[src/rtl/eot_mailbox_pkg.sv]
// Shared definitions for the end-of-test mailbox: register offsets,
// the watchdog flag value, the FSM state type and a byte-merge helper.
package eot_mailbox_pkg;

   localparam logic [3:0]  OFF_FLAG   = 4'h0;
   localparam logic [3:0]  OFF_RESULT = 4'h4;
   localparam logic [3:0]  OFF_CYCLES = 4'h8;
   localparam logic [3:0]  OFF_CTRL   = 4'hC;

   localparam logic [31:0] EOT_TIMEOUT_FLAG = 32'hFFFF_FFFF;

   typedef enum logic {
      ST_RUN,
      ST_DONE
   } eot_state_e;

   // Merge write data into an existing word, one byte per enable bit.
   function automatic logic [31:0] apply_be(input logic [31:0] old_val,
                                            input logic [31:0] wdata,
                                            input logic [3:0]  be);
      logic [31:0] res;
      res = old_val;
      for (int unsigned i = 0; i < 4; i++) begin
         if (be[i]) res[i*8 +: 8] = wdata[i*8 +: 8];
      end
      return res;
   endfunction

endpackage

[src/rtl/eot_mailbox_if.sv]
// Core data-bus interface for the end-of-test mailbox.
// master: the core issuing requests; slave: the mailbox responding.
interface eot_mailbox_if;

   logic        data_req_i;
   logic [31:0] data_addr_i;
   logic        data_we_i;
   logic [3:0]  data_be_i;
   logic [31:0] data_wdata_i;
   logic        data_gnt_o;
   logic        data_rvalid_o;
   logic [31:0] data_rdata_o;

   modport master (
      output data_req_i, data_addr_i, data_we_i, data_be_i, data_wdata_i,
      input  data_gnt_o, data_rvalid_o, data_rdata_o
   );

   modport slave (
      input  data_req_i, data_addr_i, data_we_i, data_be_i, data_wdata_i,
      output data_gnt_o, data_rvalid_o, data_rdata_o
   );

endinterface

[src/rtl/eot_mailbox_watchdog.sv]
// Saturating run-cycle counter with watchdog expiry compare.
// Expiry is only produced when EOT_WATCHDOG_EN is defined.
module eot_watchdog #(
   parameter int unsigned TIMEOUT_CYCLES = 100
) (
   input  logic        clk_i,
   input  logic        rst_i,
   input  logic        run_i,
   input  logic        clear_i,
   output logic [31:0] count_o,
   output logic        expire_o
);

`ifdef EOT_WATCHDOG_EN
   localparam logic WD_EN = 1'b1;
`else
   localparam logic WD_EN = 1'b0;
`endif

   // Fires on the edge that moves the count to TIMEOUT_CYCLES-1, so the
   // flag and the final count land together.
   localparam logic [31:0] EXPIRE_AT = 32'(TIMEOUT_CYCLES - 2);

   logic [31:0] count_q, count_d;

   // Count while running, clear on request, hold at all-ones.
   always_comb begin
      count_d = count_q;
      if (clear_i) begin
         count_d = '0;
      end else if (run_i && (count_q != '1)) begin
         count_d = count_q + 32'd1;
      end
   end

   // Counter register.
   always_ff @(posedge clk_i or posedge rst_i) begin
      if (rst_i) count_q <= '0;
      else       count_q <= count_d;
   end

   assign count_o  = count_q;
   assign expire_o = WD_EN && run_i && (count_q >= EXPIRE_AT);

endmodule

[src/rtl/eot_mailbox.sv]
// End-of-test mailbox: FLAG/RESULT/CYCLES/CTRL register window on the
// core data bus, zero-wait-state grant, one-cycle response.
// Optional watchdog enabled by macro EOT_WATCHDOG_EN.
module eot_mailbox
   import eot_mailbox_pkg::*;
#(
   parameter logic [31:0] BASE_ADDR      = 32'h0010_0000,
   parameter int unsigned TIMEOUT_CYCLES = 100
) (
   input  logic          clk_i,
   input  logic          rst_i,
   eot_mailbox_if.slave  bus,
   output logic [31:0]   mem_flag_o,
   output logic [31:0]   mem_result_o,
   output logic          timeout_o
);

   eot_state_e  state_q, state_d;
   logic [31:0] flag_q, flag_d;
   logic [31:0] result_q, result_d;
   logic        timeout_q, timeout_d;
   logic        rvalid_q, rvalid_d;
   logic [31:0] rdata_q, rdata_d;

   logic [27:0] off_hi;
   logic [1:0]  off_word;
   logic        in_win, rd_hit, wr_hit;
   logic        flag_wr, result_wr, ctrl_clr;
   logic        run;
   logic [31:0] cycles;
   logic        expire;

   assign run = (state_q == ST_RUN);

   eot_watchdog #(
      .TIMEOUT_CYCLES(TIMEOUT_CYCLES)
   ) u_watchdog (
      .clk_i   (clk_i),
      .rst_i   (rst_i),
      .run_i   (run),
      .clear_i (ctrl_clr),
      .count_o (cycles),
      .expire_o(expire)
   );

   // Address decode relative to the window base; byte lane bits ignored.
   always_comb begin
      {off_hi, off_word} = 30'((bus.data_addr_i - BASE_ADDR) >> 2);
      in_win    = bus.data_req_i && (off_hi == '0);
      wr_hit    = in_win && bus.data_we_i;
      rd_hit    = in_win && !bus.data_we_i;
      flag_wr   = wr_hit && (off_word == OFF_FLAG[3:2]) && (bus.data_be_i != '0);
      result_wr = wr_hit && (off_word == OFF_RESULT[3:2]);
      ctrl_clr  = wr_hit && (off_word == OFF_CTRL[3:2]) &&
                  bus.data_be_i[0] && bus.data_wdata_i[0];
   end

   // Register and FSM update: clear beats everything, bus write beats expiry.
   always_comb begin
      state_d   = state_q;
      flag_d    = flag_q;
      result_d  = result_q;
      timeout_d = timeout_q;
      if (ctrl_clr) begin
         state_d   = ST_RUN;
         flag_d    = '0;
         result_d  = '0;
         timeout_d = 1'b0;
      end else if (state_q == ST_RUN) begin
         if (result_wr) result_d = apply_be(result_q, bus.data_wdata_i, bus.data_be_i);
         if (flag_wr) begin
            flag_d = apply_be(flag_q, bus.data_wdata_i, bus.data_be_i);
         end else if (expire) begin
            flag_d    = EOT_TIMEOUT_FLAG;
            timeout_d = 1'b1;
         end
         if (flag_d != '0) state_d = ST_DONE;
      end
   end

   // Response for the request granted this cycle; writes return zero.
   always_comb begin
      rvalid_d = bus.data_req_i;
      rdata_d  = '0;
      if (rd_hit) begin
         case (off_word)
            OFF_FLAG[3:2]:   rdata_d = flag_q;
            OFF_RESULT[3:2]: rdata_d = result_q;
            OFF_CYCLES[3:2]: rdata_d = cycles;
            default:         rdata_d = '0;
         endcase
      end
   end

   // State registers with asynchronous reset.
   always_ff @(posedge clk_i or posedge rst_i) begin
      if (rst_i) begin
         state_q   <= ST_RUN;
         flag_q    <= '0;
         result_q  <= '0;
         timeout_q <= 1'b0;
         rvalid_q  <= 1'b0;
         rdata_q   <= '0;
      end else begin
         state_q   <= state_d;
         flag_q    <= flag_d;
         result_q  <= result_d;
         timeout_q <= timeout_d;
         rvalid_q  <= rvalid_d;
         rdata_q   <= rdata_d;
      end
   end

   assign bus.data_gnt_o    = bus.data_req_i;
   assign bus.data_rvalid_o = rvalid_q;
   assign bus.data_rdata_o  = rdata_q;
   assign mem_flag_o        = flag_q;
   assign mem_result_o      = result_q;

`ifdef EOT_WATCHDOG_EN
   assign timeout_o = timeout_q;
`else
   assign timeout_o = 1'b0;
`endif

endmodule

[src/flat_wrapper.sv]
// flat-port wrapper written by rule: the top's interface ports become plain ports
module eot_mailbox_flat import eot_mailbox_pkg::*;
#(
   parameter logic [31:0] BASE_ADDR      = 32'h0010_0000,
   parameter int unsigned TIMEOUT_CYCLES = 100
)
  (clk_i, rst_i, mem_flag_o, mem_result_o, timeout_o, bus_data_req_i, bus_data_addr_i, bus_data_we_i, bus_data_be_i, bus_data_wdata_i, bus_data_gnt_o, bus_data_rvalid_o, bus_data_rdata_o);
  eot_mailbox_if bus_i ();
  input  logic clk_i;
  input  logic rst_i;
  output logic [31:0] mem_flag_o;
  output logic [31:0] mem_result_o;
  output logic timeout_o;
  input wire logic [$bits(bus_i.data_req_i)-1:0] bus_data_req_i;
  input wire logic [$bits(bus_i.data_addr_i)-1:0] bus_data_addr_i;
  input wire logic [$bits(bus_i.data_we_i)-1:0] bus_data_we_i;
  input wire logic [$bits(bus_i.data_be_i)-1:0] bus_data_be_i;
  input wire logic [$bits(bus_i.data_wdata_i)-1:0] bus_data_wdata_i;
  output wire logic [$bits(bus_i.data_gnt_o)-1:0] bus_data_gnt_o;
  output wire logic [$bits(bus_i.data_rvalid_o)-1:0] bus_data_rvalid_o;
  output wire logic [$bits(bus_i.data_rdata_o)-1:0] bus_data_rdata_o;
  assign bus_i.data_req_i = bus_data_req_i;
  assign bus_i.data_addr_i = bus_data_addr_i;
  assign bus_i.data_we_i = bus_data_we_i;
  assign bus_i.data_be_i = bus_data_be_i;
  assign bus_i.data_wdata_i = bus_data_wdata_i;
  assign bus_data_gnt_o = bus_i.data_gnt_o;
  assign bus_data_rvalid_o = bus_i.data_rvalid_o;
  assign bus_data_rdata_o = bus_i.data_rdata_o;
  eot_mailbox #(.BASE_ADDR(BASE_ADDR), .TIMEOUT_CYCLES(TIMEOUT_CYCLES)) u_core (.clk_i(clk_i), .rst_i(rst_i), .bus(bus_i), .mem_flag_o(mem_flag_o), .mem_result_o(mem_result_o), .timeout_o(timeout_o));
endmodule
[config.mk]
export PLATFORM = sky130hd
export DESIGN_NAME = eot_mailbox_flat
export DESIGN_NICKNAME = d
export VERILOG_FILES = /design/src/rtl/eot_mailbox_pkg.sv /design/src/rtl/eot_mailbox_if.sv /design/src/rtl/eot_mailbox_watchdog.sv /design/src/rtl/eot_mailbox.sv /design/src/flat_wrapper.sv
export SDC_FILE = /design/constraint.sdc
export NUM_CORES = 1
export LEC_CHECK = 0
export ABC_AREA = 1
export CAP_MARGIN = 10
export CORE_ASPECT_RATIO = 0.9
export CORE_MARGIN = 2
export CORE_UTILIZATION = 50
export CTS_CLUSTER_SIZE = 16
export DETAILED_ROUTE_END_ITERATION = 10
export GPL_ROUTABILITY_DRIVEN = 0
export GPL_TIMING_DRIVEN = 0
export MAX_ROUTING_LAYER = met4
export PLACE_DENSITY = 0.84
export SYNTH_ARGS = -nofsm -noshare
export SYNTH_HDL_FRONTEND = slang
export SYNTH_SLANG_ARGS = --single-unit
[constraint.sdc]
create_clock -name clk_i -period 4.85 [get_ports clk_i]
set_clock_uncertainty 0.05 [all_clocks]
set_input_delay 0.97 -clock clk_i [delete_from_list [all_inputs] [get_ports clk_i]]
set_output_delay 0.97 -clock clk_i [all_outputs]
set_load 0.03 [all_outputs]
# Word level (Yosys, flattened, before mapping)
# Cells that the tools add are included.
[classes]
add_sub_neg = 2
eq_ne = 5
n_mux = 23
n_bitwise = 1
n_reduce_logical = 25
[op_table]
columns = ["cell", "n"]
rows = [
  ["$mux W32", 11],
  ["$pmux W32 S3", 1],
  ["$mux W8", 8],
  ["$add A32 B1 Y32 const B", 1],
  ["$ne A32 B32 Y1 const B", 1],
  ["$reduce_bool A32 Y1", 1],
  ["$sub A32 B21 Y32 const B", 1],
  ["$logic_not A28 Y1", 1],
  ["$reduce_and A3 Y1", 4],
  ["$reduce_bool A2 Y1", 6],
  ["$logic_and A1 B1 Y1", 10],
  ["$eq A2 B2 Y1 const B", 2],
  ["$reduce_bool A4 Y1", 1],
  ["$mux W1", 3],
  ["$eq A2 B1 Y1 const B", 1],
  ["$logic_not A2 Y1", 1],
  ["$ne A2 B2 Y1 const B", 1],
  ["$logic_not A1 Y1", 1],
  ["$not A1 Y1", 1],
]
[totals]
regBits = 130
in_bits = 72
output_inout_bits = 99
elab_cells = 65

# Depth between registers and ports, before layout
[logic_depth]
word_depth = 13
depth_mapped = 16
ltp_nobuf = 16

# Hierarchy
# Synthesis repeated with hierarchy kept, for this count alone.
[unflattened]
cells_unflattened = 1052
hier_area_um2 = 7534.7
[modules_own_cells]
columns = ["module", "instances", "cells_per_inst", "area_per_inst_um2"]
rows = [
  ["eot_mailbox", 1, 690, 5248.8],
  ["eot_watchdog", 1, 362, 2285.9],
]

# Worst setup path after synthesis
# Ideal clock, no wire load.
[synth_path]
path_kind = "input to register"
from = "in bus_data_addr_i[10]"
to = "reg u_core.state_q"
t_arrival_ps = 2309
required_ps = 4677
setup_slack_ps = 2368
stages = 12
path_cell_list = "or2_0 > nor2_1 > nand2_1 > nor2_1 > nand4_1 > buf_2 > o21ai_0 > nand3_1 > nor2_1 > nand3_1 > nor2_1 > nor2_1"
[synth_via]
elab_chain_cells = 13
elab_cells_between_ends = 16
cone_classes = "add/sub: 1; mux: 6; reduce/logical: 9"
[synth_lines]
columns = ["element", "line_no", "source"]
rows = [
  ["from (decl)", "flat_wrapper.sv:15", "input wire logic [$bits(bus_i.data_addr_i)-1:0] bus_data_addr_i;"],
  ["$sub A32 B21 Y32 (*)", "eot_mailbox.sv:48", "{off_hi, off_word} = 30'((bus.data_addr_i - BASE_ADDR) >> 2);"],
  ["$logic_not A28 Y1 (*)", "eot_mailbox.sv:49", "in_win = bus.data_req_i && (off_hi == '0);"],
  ["$logic_and A1 B1 Y1 (*)", "eot_mailbox.sv:49", ""],
  ["$logic_and A1 B1 Y1 (*)", "eot_mailbox.sv:50", "wr_hit = in_win && bus.data_we_i;"],
  ["$logic_and A1 B1 Y1 (2 in a row)", "eot_mailbox.sv:52", "flag_wr = wr_hit && (off_word == OFF_FLAG[3:2]) && (bus.data_be_i != '0);"],
  ["$mux W32", "eot_mailbox.sv:71", "if (flag_wr) begin"],
  ["$mux W32", "eot_mailbox.sv:69", "end else if (state_q == ST_RUN) begin"],
  ["$mux W32", "eot_mailbox.sv:64", "if (ctrl_clr) begin"],
  ["$reduce_bool A32 Y1", "eot_mailbox.sv:77", "if (flag_d != '0) state_d = ST_DONE;"],
  ["$mux W1", "eot_mailbox.sv:77", ""],
  ["$mux W1", "eot_mailbox.sv:69", ""],
  ["$mux W1 (*)", "eot_mailbox.sv:64", ""],
  ["net u_core.state_d", "eot_mailbox.sv:18", "eot_state_e state_q, state_d;"],
  ["to (signal assigned)", "eot_mailbox.sv:105", "state_q <= state_d;"],
  ["to (decl)", "eot_mailbox.sv:18", ""],
]
# Mark *: on every way through the listed nets, which the timed path passes. The rest lies on a longest branch. The select of a mux whose other input is x is not followed.
# A chain may end at the register's enable or synchronous reset.

# Worst setup path in the final report
[layout_path]
from = "in bus_data_req_i"
to = "out bus_data_gnt_o"
[layout_lines]
columns = ["element", "line_no", "source"]
rows = [
  ["from (decl)", "flat_wrapper.sv:14", "input wire logic [$bits(bus_i.data_req_i)-1:0] bus_data_req_i;"],
  ["to (decl)", "flat_wrapper.sv:19", "output wire logic [$bits(bus_i.data_gnt_o)-1:0] bus_data_gnt_o;"],
]
# No word-level cell between the ends.

==> impl_metrics.csv <==
group,metric,value,unit
outcome,status,"finished clean",
final_layout,drive_above_1_share,5.64,%
floorplanning,pin_count,171,
setup_path,end_kind,"primary output",
global_route,grt_start_max_net_pins,94,
global_route,globalRoute.totalOverflow,0,
global_route,globalRouteTotalUtil,32.3,%
setup_path,worstSetupPathType,"in2out",
clock_network,post_cts.resized_instances,0,
worst_hold_path,min_path_type,"reg2reg",
logic_synthesis,postSynthRegisterBits,130,
setup_path,critPathSlowestCell,"sky130_fd_sc_hd__clkdlybuf4s50_1",
setup_path,critPathLaunchType,"input port",
timing,final.setup.tns,0,ns
setup_path,required,3.83,ns
drt,totalWireLength,22100,um
logic_synthesis,share_of_cell_area_taken_by_muxes_after_synthesis,0,%
clock_network,clkSlewWorstSetupHoldPaths,0.05,ns
logic_synthesis,synthesized_instance_count,921,
timing,period_share,68.3,%
global_route,first_pass_grt_wire_length,35000,um
logic_synthesis,netlist-cell-type-count,39,
setup_path,crit_top_cell,"sky130_fd_sc_hd__clkdlybuf4s50_1",
drt,drt-pass1-iter-count,7,
drt,first_iter_violations,980,
place,placement.io_buffers,165,
floorplanning,start_util,51.0,%
clock_network,number_of_buffers_added_for_setup_after_cts,0,
clock_network,cts_tree,"built",
logic_synthesis,yosys_warnings,0,
timing,finalHoldViolCount,0,
clock_network,tritoncts_num_sinks,130,
place,dpl_worst_slack,1.36,ns
setup_path,cp_num_buf_inv,3,
flow_run,max_cap_violations,0,
logic_synthesis,synth_cell_count_leaders,"263 x sky130_fd_sc_hd__nand2_1, 130 x sky130_fd_sc_hd__dfrtp_1, 124 x sky130_fd_sc_hd__nor2_1, 109 x sky130_fd_sc_hd__inv_1, 57 x sky130_fd_sc_hd__o21ai_0",
logic_synthesis,synth.avg_cell_area,7.37,um2
clock_network,worst_skew_pair.late_latency,0.42,ns
final_layout,nFillCells,1064,
logic_synthesis,asyncSetResetFlopFracSynth,100,%
global_route,first_global_vias,6669,
timing,tightest_slew,0.718,ns
timing,timing.final.setup_violations,0,
clock_network,number_of_buffers_inserted_during_clock_tree_synthesis,17,
logic_synthesis,compound_gate_portion_of_the_synthesized_area,13.0,%
floorplanning,floorplan.core_area,13300,um2
floorplanning,die-height,115,um
logic_synthesis,ys_seq_area_share,47.9,%
clock_network,cts.hold.buffers_added,0,
clock_network,root_buffer,"sky130_fd_sc_hd__clkbuf_16",
final_layout,areaGrowthSynthToFinish,35.4,%
setup_path,crit_arrival,2.29,ns
pwr,vdd_drop_max,265,uV
clock_network,cts_buffer_depth,2,
drt,dr_total_vias,7208,
global_route,grt_antenna_before_repair,0,
timing,f_max,302,MHz
drt,detailed_route_vias_per_instance,5.61,
floorplanning,die_width,127,um
timing,rsz0062_at_grt,"no",
logic_synthesis,synth.cell_area,6790,um2
floorplanning,rows,40,
timing,final_max_slew_violation_count,0,
timing,final_critical_path_setup_slack,1.54,ns
place,hpwl_dp,16600,um
timing,hold_ws,0.449,ns
floorplanning,die_area,14500,um2
logic_synthesis,yosys.area_share.xor_xnor,0,%
setup_path,cpPeakStageDelay,0.65,ns
logic_synthesis,synth-adder-area-share,0.184,%
pwr,power.density_cell_area,259,nW/um2
timing,slew_headroom,52.1,%
pwr,power.leakage,4.30,nW
final_layout,final_net_count,1179,
drt,drc_errors,0,
logic_synthesis,number_of_flops_mapped_to_enable_cells_by_yosys,0,
logic_synthesis,synth.most_common_cell,"sky130_fd_sc_hd__nand2_1",
clock_network,h_tree_level_count,4,
setup_path,timing.critical_path.fanout_max,5,
timing,final_period_minus_worst_setup_slack,3.31,ns
drt,route.detailed.wl_per_inst,17.2,um
logic_synthesis,synth_top_family_by_area,"simple AND/OR/NAND/NOR gates",
logic_synthesis,ys_dominant_reg_cell,"sky130_fd_sc_hd__dfrtp_1",
logic_synthesis,synth_simple_gate_area_share,30.1,%
final_layout,number_of_inserted_diodes,0,
logic_synthesis,synth_top_area_cell,"sky130_fd_sc_hd__dfrtp_1",
logic_synthesis,synth_top_cell_area_share,47.9,%
drt,drtAntennaViolNets,0,
setup_path,worst_path_dominant_cell_family,"buffers and inverters",
setup_path,crit_chain,"clkdlybuf4s50_1 -> buf_4 -> clkdlybuf4s50_1",
logic_synthesis,mappedNetlistNets,994,
logic_synthesis,synth.top_cells.by_area,"sky130_fd_sc_hd__dfrtp_1 48%, sky130_fd_sc_hd__nand2_1 15%, sky130_fd_sc_hd__nor2_1 6.9%",
==> metrics by stage <==
stage / total power, W / cells / utilization, % / cell area (um2)
2_1_floorplan: 0.00116 / 921 / - / 6790
3_3_place_gp: 0.00125 / 1254 / 65.0 / 8650
3_5_place_dp: 0.00125 / 1255 / 65.2 / 8690
4_1_cts: 0.00238 / 1285 / 69.1 / 9200
5_1_grt: 0.00244 / 1285 / 69.1 / 9200
6_report: 0.00238 / 1285 / 69.1 / 9200
==> power by group <==
group          switching (W)  internal (W)
Sequential      0.0000000837       0.00109
Clock               0.000452      0.000690
Combinational      0.0000837     0.0000668
Total               0.000536       0.00184
==> path summary, 6_finish.rpt <==
path                            slack (ns)                                 startpoint                                   endpoint  depth (start not counted)
worst min register to register        0.45  u_core.u_watchdog.count_o[25]$_DFFE_PP0P_  u_core.u_watchdog.count_o[25]$_DFFE_PP0P_                          1
worst max-delay path                  1.54                             bus_data_req_i                             bus_data_gnt_o                          3
worst max register to register        2.71  u_core.u_watchdog.count_o[23]$_DFFE_PP0P_  u_core.u_watchdog.count_o[31]$_DFFE_PP0P_                         12
worst min-delay path                  0.45  u_core.u_watchdog.count_o[25]$_DFFE_PP0P_  u_core.u_watchdog.count_o[25]$_DFFE_PP0P_                          1
max in group asynchronous             3.13                                      rst_i          u_core.mem_flag_o[18]$_DFFE_PP0N_                          3
min in group asynchronous             0.86                                      rst_i   u_core.u_watchdog.count_o[6]$_DFFE_PP0P_                          2
==> worst register-to-register path, stage by stage (launching register included) <==
cell	delay [ns]
sky130_fd_sc_hd__dfrtp_1	0.40
sky130_fd_sc_hd__inv_1	0.10
sky130_fd_sc_hd__nor3_1	0.28
sky130_fd_sc_hd__nand4_1	0.13
sky130_fd_sc_hd__nor3_1	0.18
sky130_fd_sc_hd__nand3_1	0.09
sky130_fd_sc_hd__nand2_1	0.11
sky130_fd_sc_hd__buf_4	0.18
sky130_fd_sc_hd__nor2_1	0.10
sky130_fd_sc_hd__nand2_1	0.11
sky130_fd_sc_hd__nor2_1	0.06
sky130_fd_sc_hd__o21ai_0	0.16
sky130_fd_sc_hd__a21oi_1	0.06
==> registers in the layout, summed over array words and instances (netlist names) <==
name,count
u_core.bus.data_rdata_o,32
u_core.u_watchdog.count_o,32
u_core.bus.data_rvalid_o,1
u_core.state_q,1
u_core.mem_flag_o,32
u_core.mem_result_o,32
==> routing by layer <==
| metal | part of all wire (%) | GRT usage [%] | vias up |
|---|---|---|---|
| met1 | 40 | 43.1 | 3302 |
| met3 | 11 | 8.13 | 77 |
| li1 | - | - | 3356 |
| met2 | 46 | 48.3 | 473 |
| met5 | 0 | - | - |
| met4 | 3.4 | 11.4 | 0 |
==> final cells by class <==
type / count / area (um2) / area share [%]
flip-flops and latches: 130 / 3250 / 35.4
inverters: 115 / 437 / 4.75
clock buffers: 22 / 444 / 4.83
clock inverters: 8 / 65.1 / 0.708
repair buffers: 166 / 1680 / 18.3
plain buffers: 35 / 169 / 1.84
well taps: 168 / 210 / 2.29
multi-input cells: 641 / 2940 / 31.9
==> logic make-up after synthesis <==
logic type,after synthesis
AOI/OAI and AO/OA,152
adders and majority gates,1
buffers and inverters,150
DFF,130
other,1
and+or+nand+nor,487
==> layout by cell type (no fill, tap or decap), types with 2 or more instances in the layout <==
| master | count |
|---|---|
| sky130_fd_sc_hd__clkdlybuf4s50_1 | 165 |
| sky130_fd_sc_hd__nor2_1 | 124 |
| sky130_fd_sc_hd__nor2_4 | 2 |
| sky130_fd_sc_hd__clkbuf_16 | 17 |
| sky130_fd_sc_hd__a221oi_1 | 9 |
| sky130_fd_sc_hd__nor3_2 | 3 |
| sky130_fd_sc_hd__clkinv_2 | 7 |
| sky130_fd_sc_hd__dfrtp_1 | 130 |
| sky130_fd_sc_hd__buf_2 | 10 |
| sky130_fd_sc_hd__nor2_2 | 3 |
| sky130_fd_sc_hd__buf_4 | 4 |
| sky130_fd_sc_hd__nand2_1 | 263 |
| sky130_fd_sc_hd__buf_1 | 3 |
| sky130_fd_sc_hd__nand4_1 | 21 |
| sky130_fd_sc_hd__nand3b_1 | 2 |
| sky130_fd_sc_hd__nand2_2 | 4 |
| sky130_fd_sc_hd__a31oi_1 | 20 |
| sky130_fd_sc_hd__clkbuf_1 | 22 |
| sky130_fd_sc_hd__inv_1 | 108 |
| sky130_fd_sc_hd__a21oi_1 | 34 |
| sky130_fd_sc_hd__nor3_1 | 13 |
| sky130_fd_sc_hd__nand3_1 | 46 |
| sky130_fd_sc_hd__o21ai_0 | 57 |
| sky130_fd_sc_hd__o21ai_1 | 7 |
| sky130_fd_sc_hd__inv_2 | 5 |
| sky130_fd_sc_hd__nor3b_1 | 2 |
| sky130_fd_sc_hd__o31ai_1 | 2 |
| sky130_fd_sc_hd__o22ai_1 | 17 |
(Power assumes the default switching activity.)
